File: config.mk
export PLATFORM = sky130hd
export DESIGN_NAME = mem_copy_engine
export DESIGN_NICKNAME = d
export VERILOG_FILES = /design/src/rtl/mem_copy_engine.sv
export SDC_FILE = /design/constraint.sdc
export NUM_CORES = 1
export LEC_CHECK = 0
export ABC_AREA = 1
export BUFFER_PORTS_ARGS = -buffer_cell sky130_fd_sc_hd__clkbuf_2
export CORE_ASPECT_RATIO = 1.1
export CORE_MARGIN = 5
export CORE_UTILIZATION = 45
export DETAILED_ROUTE_END_ITERATION = 6
export GPL_TIMING_DRIVEN = 0
export MAX_ROUTING_LAYER = met4
export PLACE_DENSITY_LB_ADDON = 0.25
export SLEW_MARGIN = 15
export SYNTH_ARGS = -nofsm -noshare
export SYNTH_HDL_FRONTEND = slang
export SYNTH_SLANG_ARGS = --single-unit
File: constraint.sdc
create_clock -name clk -period 3.7 [get_ports clk]
set_input_delay 0.185 -clock clk [delete_from_list [all_inputs] [get_ports clk]]
set_output_delay 0.185 -clock clk [all_outputs]
set_load 0.02 [all_outputs]
File: src/rtl/mem_copy_engine.sv
// Block COPY/FILL engine driving the 256x44 single-port data memory.
// One start pulse runs a whole job; busy/done/words_done report progress.
module mem_copy_engine #(
  parameter int DATA_W = 44,
  parameter int ADDR_W = 44,
  parameter int IDX_W  = 8
) (
  input  logic              clk,
  input  logic              rst,
  input  logic              start,
  input  logic              mode,
  input  logic [IDX_W-1:0]  src,
  input  logic [IDX_W-1:0]  dst,
  input  logic [IDX_W:0]    len,
  input  logic [DATA_W-1:0] fill_val,
  output logic              busy,
  output logic              done,
  output logic [IDX_W:0]    words_done,
  output logic [ADDR_W-1:0] mem_addr,
  output logic [DATA_W-1:0] mem_in,
  output logic              mem_we,
  input  logic [DATA_W-1:0] mem_out
);

  typedef enum logic [1:0] {
    IDLE,
    RD,
    WR,
    DONE
  } state_t;

  state_t              state_q, state_d;
  logic                mode_q, mode_d;
  logic [IDX_W-1:0]    src_q, src_d;
  logic [IDX_W-1:0]    dst_q, dst_d;
  logic [IDX_W:0]      len_q, len_d;
  logic [IDX_W:0]      i_q, i_d;
  logic [IDX_W:0]      wd_q, wd_d;
  logic [DATA_W-1:0]   fill_q, fill_d;
  logic [DATA_W-1:0]   buf_q, buf_d;
  logic                busy_q, busy_d;
  logic                done_q, done_d;
  logic                we_q, we_d;
  logic [IDX_W-1:0]    addr_q, addr_d;
  logic [DATA_W-1:0]   in_q, in_d;

  always_comb begin
    state_d = state_q;
    mode_d  = mode_q;
    src_d   = src_q;
    dst_d   = dst_q;
    len_d   = len_q;
    i_d     = i_q;
    wd_d    = wd_q;
    fill_d  = fill_q;
    buf_d   = buf_q;

    unique case (state_q)
      IDLE: begin
        if (start) begin
          mode_d = mode;
          src_d  = src;
          dst_d  = dst;
          len_d  = len;
          fill_d = fill_val;
          i_d    = '0;
          wd_d   = '0;
          if (len == '0)
            state_d = DONE;
          else if (mode)
            state_d = WR;
          else
            state_d = RD;
        end
      end
      RD: begin
        buf_d   = mem_out;
        state_d = WR;
      end
      WR: begin
        i_d  = i_q + (IDX_W+1)'(1);
        wd_d = wd_q + (IDX_W+1)'(1);
        if (i_d == len_q)
          state_d = DONE;
        else if (mode_q)
          state_d = WR;
        else
          state_d = RD;
      end
      DONE: state_d = IDLE;
      default: state_d = IDLE;
    endcase

    // Outputs are registered, so decode them from the next state.
    busy_d = (state_d == RD) || (state_d == WR);
    done_d = (state_d == DONE);
    we_d   = (state_d == WR);
    addr_d = '0;
    in_d   = '0;
    if (state_d == RD)
      addr_d = src_d + i_d[IDX_W-1:0];
    if (state_d == WR) begin
      addr_d = dst_d + i_d[IDX_W-1:0];
      in_d   = mode_d ? fill_d : buf_d;
    end
  end

  always_ff @(posedge clk) begin
    if (rst) begin
      state_q <= IDLE;
      mode_q  <= 1'b0;
      src_q   <= '0;
      dst_q   <= '0;
      len_q   <= '0;
      i_q     <= '0;
      wd_q    <= '0;
      fill_q  <= '0;
      buf_q   <= '0;
      busy_q  <= 1'b0;
      done_q  <= 1'b0;
      we_q    <= 1'b0;
      addr_q  <= '0;
      in_q    <= '0;
    end else begin
      state_q <= state_d;
      mode_q  <= mode_d;
      src_q   <= src_d;
      dst_q   <= dst_d;
      len_q   <= len_d;
      i_q     <= i_d;
      wd_q    <= wd_d;
      fill_q  <= fill_d;
      buf_q   <= buf_d;
      busy_q  <= busy_d;
      done_q  <= done_d;
      we_q    <= we_d;
      addr_q  <= addr_d;
      in_q    <= in_d;
    end
  end

  assign busy       = busy_q;
  assign done       = done_q;
  assign words_done = wd_q;
  assign mem_addr   = {{(ADDR_W-IDX_W){1'b0}}, addr_q};
  assign mem_in     = in_q;
  // A reset arriving mid-write must not reach the memory.
  assign mem_we     = we_q & ~rst;

endmodule

==> results.py, run 1 <==
metrics = {
    "run_status": {
        "outcome": "complete, no violations",
    },
    "worst_setup_path": {
        "r2r-end": "mem_in[37]",
        "rrSetupSlack_ns": 0.39,
        "rr_worst_depth": 19,
        "crit_type": "reg -> reg",
        "cp-end-kind": "flop",
        "arrival_ns": 3.65,
        "r2r_start": "i_q[0]",
        "worst_ep_required_time_ns": 4.05,
        "crit_slowest_cell": "dfxtp_1",
        "start_kind": "flop",
        "cpMostUsedCell": "nand2_1",
        "cp_slowest_stage_delay_ns": 0.43,
        "critPathMaxFanout": 10,
        "worstPathCellList": "ha_1 > nand2_1 > nor2_1 > nand3b_1 > nand2_1 > nand2_1 > nand2_1 > inv_1 > nand3_1 > nand2_1 > nand2_1 > nand2_1 > inv_1 > ha_1 > inv_1 > nor2_2 > clkbuf_1 > o21ai_0 > a21oi_1",
    },
    "power": {
        "p_leak_nw": 5.10,
        "max-vdd-ir-drop_mv": 0.331,
        "p_per_area_mw_per_mm2": 490,
    },
    "yosys": {
        "synth_warnings": 0,
        "ys_types": 42,
        "syn_inst": 1003,
        "synthFlopType": "dfxtp_1",
        "async_flop_share_pct": 0,
        "synth_seq_area_share_pct": 46.5,
        "synth_seq_cells": 189,
        "syn_area_per_cell_um2": 8.10,
        "syn_area_mm2": 0.00813,
        "synth_edf_count": 0,
    },
    "sta": {
        "setup_viol": 0,
        "min_period_over_period_pct": 89.4,
        "holdWs_ns": 0.0135,
        "fmaxAchievable_mhz": 302,
        "fin_setup_tns_ns": 0,
        "fin_skew_ns": 0.0123,
        "hold_viol_final": 0,
        "grt_setup_unrepaired": "no",
        "worst_slew_pin_slew_ns": 0.685,
        "fin_crit_ns": 3.31,
        "relSlewSlack_pct": 54.3,
        "slew_viol_final": 0,
    },
    "layout": {
        "antenna_cells": 0,
        "final_common_cell": "dfxtp_1",
        "layout_common_cells": "dfxtp_1, clkbuf_2, nand2_1, nor2_1, a21oi_1",
        "fillers": 1713,
        "multi_input_area_mm2": 0.00364,
        "drive_above_1_share_pct": 26.0,
        "regArea_mm2": 0.00378,
        "nets": 1376,
        "syn2layout_area_growth_pct": 23.9,
    },
    "cts": {
        "post_cts_buffers": 0,
        "cts_made_buffers": 17,
        "clock_tree.buffer_depth": 2,
        "htreeDepth": 4,
        "clk_pin_slew_ns": 0.07,
        "cts_tree": "done",
        "cts_root_buffer": "clkbuf_16",
        "clk_latency_ns": 0.43,
        "clock_sinks": 189,
    },
    "floorplanning": {
        "row_count": 51,
        "initial_core_util_pct": 45.8,
        "io_pins": 217,
        "dieHeight_um": 151,
        "fp.coreArea_mm2": 0.0177,
        "dieArea_mm2": 0.0209,
        "die_w_um": 138,
    },
    "routing": {
        "vias": 7039,
        "drc": 0,
        "via_per_inst": 4.73,
        "wl_per_cell_um": 14.8,
        "antenna_left": 0,
        "drt_iter0_markers": 378,
        "first_pass_iters": 5,
        "wirelength_um": 22100,
    },
    "job": {
        "drv_cap": 0,
    },
    "worst_hold_path": {
        "min_path_cells": 3,
        "worstHoldEndpoint": "fill_q[26]",
        "min_path_type": "in -> reg",
        "min_from": "fill_val[26]",
    },
    "global_route": {
        "grt_max_degree": 17,
        "grt_pass1_vias": 7008,
        "grt_pass1_wl_um": 34900,
        "antenna_found_initial": 0,
        "track_usage_pct": 21.7,
        "grt_overflow": 0,
    },
    "placement": {
        "hpwl_um": 16700,
        "finalWeightedCongestion": 0.846,
        "port_buffers": 179,
    },
}
## how the worst max path moves through the flow
stage	start	slack [ns]	to
floorplan	state_q[1]	1.11	addr_q[6]
global route	i_q[0]	0.05	mem_in[37]
detailed placement	i_q[0]	0.07	addr_q[1]
global placement	i_q[0]	0.08	addr_q[1]
CTS	i_q[0]	0.05	addr_q[1]
finish	i_q[0]	0.39	mem_in[37]
## through the flow
step	power, W	setup WS, ns	std cells	util [%]	cell area [um2]
after floorplan	0.00287	1.11	1038	-	8260
after global placement	0.00312	0.0828	1455	53.3	9450
after detailed placement	0.00314	0.0715	1455	53.3	9450
after CTS	0.00497	0.0475	1489	56.7	10100
after global routing	0.00518	0.0460	1489	56.8	10100
final	0.00493	0.391	1489	56.8	10100
## power by group
group	switching, W	internal, W
clock	0.000797	0.00104
combinational	0.000543	0.000340
sequential	0.0000419	0.00217
total	0.00138	0.00355
## per-layer routing
metal / vias up / wire length (um) / GRT usage [%] / part of all wire, %
met4: 0 / 262 / 5.83 / 1.2
met1: 3207 / 9280 / 24.3 / 42
met2: 179 / 11200 / 38.5 / 51
met3: 24 / 1320 / 5.90 / 6.0
li1: 3629 / - / - / -
met5: - / 0 / - / 0
## cells in the mapped netlist (3+ instances only)
master,n,area [um2]
buf_4,40,300
ha_1,19,238
nand3b_1,5,37.5
buf_2,14,70.1
buf_6,4,45.0
inv_1,78,293
nand3_1,30,150
nor2_1,139,522
a21oi_1,87,435
nand2_1,152,571
mux2i_1,66,661
dfxtp_1,189,3780
inv_2,7,26.3
or2_2,38,238
clkbuf_1,23,86.3
o21ai_0,58,290
xnor2_1,3,26.3
o21ai_1,20,100
## flip-flops by register name (all words and copies together) (netlist names), 2 cells and up
| register | cells |
|---|---|
| addr_q | 8 |
| buf_q | 44 |
| dst_q | 8 |
| fill_q | 44 |
| i_q | 9 |
| len_q | 9 |
| mem_in | 44 |
| src_q | 8 |
| state_q | 2 |
| words_done | 9 |
## critical path: cells and delay by family (launching register included)
| family | cells | cell delay (ns) |
|---|---|---|
| AND/OR/NAND/NOR | 11 | 1.26 |
| AO/OA/AOI/OAI | 2 | 0.38 |
| flip-flops | 1 | 0.43 |
| buffers and inverters | 4 | 0.71 |
| adder cells (fa/ha/maj) | 2 | 0.46 |
## cells by family (layout without fill, tap and decap cells)
family	count (synthesis)	count (layout)	share of synthesized area, %
simple gates	376	376	19.9
flops	189	189	46.5
compound gates	177	177	11.3
buf+inv	170	383	10.3
mux	66	66	8.13
fa+ha+maj	21	21	3.42
xor+xnor	3	3	0.323
other cells	1	36	0.0461
## timing repair
action | in CTS | in global routing
hold endpoints to repair | 2 | 0
endpoints found under the setup margin | 0 | 22
hold buffers | 2 | 0
resized for setup | 0 | 6
## layout make-up
type,instances,area share (%)
flip-flops and latches,189,37.6
clock inverters,11,1.28
clock buffers,21,4.57
multi-input cells,679,36.1
well taps,238,2.96
plain buffers,84,5.16
repair buffers,181,9.09
inverters,86,3.23
No activity file was read; power rests on OpenSTA's default activity.
==> inputs of run 2 (changes only) <==
BUFFER_PORTS_ARGS = default   (was -buffer_cell sky130_fd_sc_hd__clkbuf_2)
DONT_BUFFER_PORTS = 1   (was default)
PLACE_DENSITY = 0.63   (was default)
PLACE_DENSITY_LB_ADDON = default   (was 0.25)
SLEW_MARGIN = 5   (was 15)
==> run 2 against run 1 <==
Net effect:
- via count decreased by 2.6%
- clock power increased by 13%
- final cell count decreased by 4.6%
- clock skew decreased by 0.0028 ns
- combinational power decreased by 4.5%
- fmax decreased by 1.4%
- sequential cell count unchanged
- clock-buffer cell count decreased by 4
- critical path depth increased by 1
- cell area increased by 2.9%
- first-iteration DRC count increased by 6.6%
- critical path type unchanged
- largest power group unchanged
==> results.py, run 2 (same netlist as run 1, synthesis figures left out) <==
metrics = {
    "worst_setup_path": {
        "r2r_start": "i_q[0]",
        "cp-end-kind": "flop",
        "rr_worst_depth": 20,
        "worst_ep_required_time_ns": 4.02,
        "rrSetupSlack_ns": 0.35,
        "r2r-end": "mem_in[34]",
        "arrival_ns": 3.68,
        "crit_type": "reg -> reg",
        "start_kind": "flop",
        "critPathMaxFanout": 10,
    },
    "power": {
        "p_sw_w": 0.00143,
        "p_leak_nw": 4.83,
        "p_per_area_mw_per_mm2": 500,
        "p_sw_share_pct": 27.6,
        "power.share.sequential_pct": 43.7,
        "internal_power_w": 0.00375,
        "total_power_w": 0.00518,
        "p_clk_share_pct": 40.1,
        "max-vdd-ir-drop_mv": 0.331,
        "p_comb_share_pct": 16.3,
    },
    "floorplanning": {
        "dieHeight_um": 151,
        "io_pins": 217,
        "fp.coreArea_mm2": 0.0177,
        "dieArea_mm2": 0.0209,
        "row_count": 51,
        "die_w_um": 138,
        "initial_core_util_pct": 45.8,
    },
    "routing": {
        "drc": 0,
        "wirelength_um": 23000,
        "wl_per_cell_um": 16.2,
        "antenna_left": 0,
        "first_pass_iters": 5,
        "via_per_inst": 4.83,
        "drt_iter0_markers": 403,
        "vias": 6857,
    },
    "worst_hold_path": {
        "min_path_type": "in -> reg",
        "worstHoldEndpoint": "src_q[1]",
        "min_from": "src[1]",
        "min_path_cells": 2,
    },
    "placement": {
        "finalWeightedCongestion": 0.871,
        "placed_area_mm2": 0.00856,
        "port_buffers": 0,
        "hpwl_um": 16500,
    },
    "run_status": {
        "outcome": "complete, no violations",
    },
    "layout": {
        "layout_common_cells": "dfxtp_1, nand2_1, nor2_1, dlygate4sd3_1, a21oi_1",
        "final_util_pct": 58.4,
        "final_common_cell": "dfxtp_1",
        "fillers": 1642,
        "syn2layout_area_growth_pct": 27.5,
        "nets": 1307,
        "fin_area_mm2": 0.0104,
        "drive_above_1_share_pct": 12.6,
    },
    "sta": {
        "fin_crit_ns": 3.35,
        "fmaxAchievable_mhz": 298,
        "fin_skew_ns": 0.00952,
        "relSlewSlack_pct": 54.0,
        "hold_viol_final": 0,
        "grt_setup_unrepaired": "no",
        "min_period_over_period_pct": 90.7,
        "slew_viol_final": 0,
        "setup_viol": 0,
        "worst_slew_pin_slew_ns": 0.690,
    },
    "global_route": {
        "grt_overflow": 0,
        "antenna_found_initial": 0,
        "grt_pass1_vias": 6834,
        "track_usage_pct": 22.1,
        "grt_max_degree": 19,
        "grt_pass1_wl_um": 35400,
    },
    "cts": {
        "htreeDepth": 4,
        "clock_sinks": 189,
        "clk_latency_ns": 0.43,
        "cts_tree": "done",
        "clock_tree.buffer_depth": 2,
        "cts_made_buffers": 17,
        "cts_root_buffer": "clkbuf_16",
        "clk_pin_slew_ns": 0.07,
    },
    "job": {
        "drv_cap": 0,
    },
}
==> run 2: cell count changes in the layout (fill, tap and decap cells not counted), moves of 2 or more <==
cell,previous run,this run
bufinv_16,2,5
clkbuf_1,24,22
clkbuf_2,181,2
clkbuf_8,2,0
clkinv_2,2,0
clkinv_4,1,3
clkinvlp_4,2,0
dlygate4sd3_1,2,112
inv_8,0,3
==> run 2: critical path: stages (launching register included) <==
cell and delay, ns:
dfxtp_1 0.43, ha_1 0.20, nand2_1 0.14, inv_1 0.10, nand2_1 0.07, o21bai_1 0.24
nand3_1 0.11, nand2_1 0.07, nor2_1 0.04, nand3_1 0.13, nand2_1 0.07, nand2_1 0.08
nand2_1 0.10, inv_1 0.08, ha_1 0.24, inv_1 0.15, nor2_2 0.18, clkbuf_4 0.27
clkbuf_4 0.26, nand2_1 0.07, a21oi_1 0.22
==> run 2: worst max-delay path by stage <==
stage | end | cells past startpoint | startpoint | slack (ns)
after CTS | mem_in[34] | 20 | i_q[0] | 0.16
after detailed placement | mem_in[34] | 20 | i_q[0] | -0.03
after global placement | mem_in[34] | 20 | i_q[0] | -0.06
after floorplan | addr_q[6] | 17 | state_q[1] | 1.11
after global routing | mem_in[34] | 20 | i_q[0] | 0.06
final | mem_in[34] | 20 | i_q[0] | 0.35
==> run 2: power groups by stage <==
stage	registers, W	logic, W	clock network [W]
2_1_floorplan	0.00229	0.000578	0
3_3_place_gp	0.00231	0.000724	0
3_5_place_dp	0.00231	0.000734	0
4_1_cts	0.00226	0.000841	0.00211
5_1_grt	0.00228	0.000943	0.00221
6_report	0.00226	0.000843	0.00208
==> run 2: timing repair <==
item / 4_1_cts / 5_1_grt
hold endpoints to repair: 154 / 0
hold buffers: 112 / 0
setup endpoints to repair: 1 / 27
setup buffers: 0 / 0
resized for setup: 1 / 6
==> run 2: area by class of cell <==
| type | count | area (um2) | share of cell area [%] |
|---|---|---|---|
| flip-flops and latches | 189 | 3780 | 36.5 |
| inverters | 86 | 325 | 3.14 |
| clock inverters | 15 | 245 | 2.37 |
| diodes | 1 | 2.50 | 0.0241 |
| well taps | 238 | 298 | 2.87 |
| plain buffers | 84 | 522 | 5.03 |
| multi-input cells | 679 | 3640 | 35.1 |
| repair buffers | 112 | 1120 | 10.8 |
| clock buffers | 17 | 425 | 4.10 |
==> run 2: metrics by stage <==
step                      hold slack (ns)  instances  setup slack [ns]  TNS (ns)
after global placement              0.329       1276           -0.0597   -0.0597
after detailed placement            0.334       1276           -0.0311   -0.0311
final                              0.0799       1421             0.346         0
after global routing               0.0875       1420            0.0588         0
after CTS                          0.0549       1420             0.160         0
after floorplan                     0.320       1038              1.11         0
==> run 2: layer usage <==
layer | vias up | global-route usage (%) | wire (um)
met1 | 3134 | 24.4 | 9460
met2 | 189 | 39.4 | 11900
met5 | - | - | 0
met4 | 0 | 7.21 | 415
met3 | 34 | 5.53 | 1140
li1 | 3500 | - | -
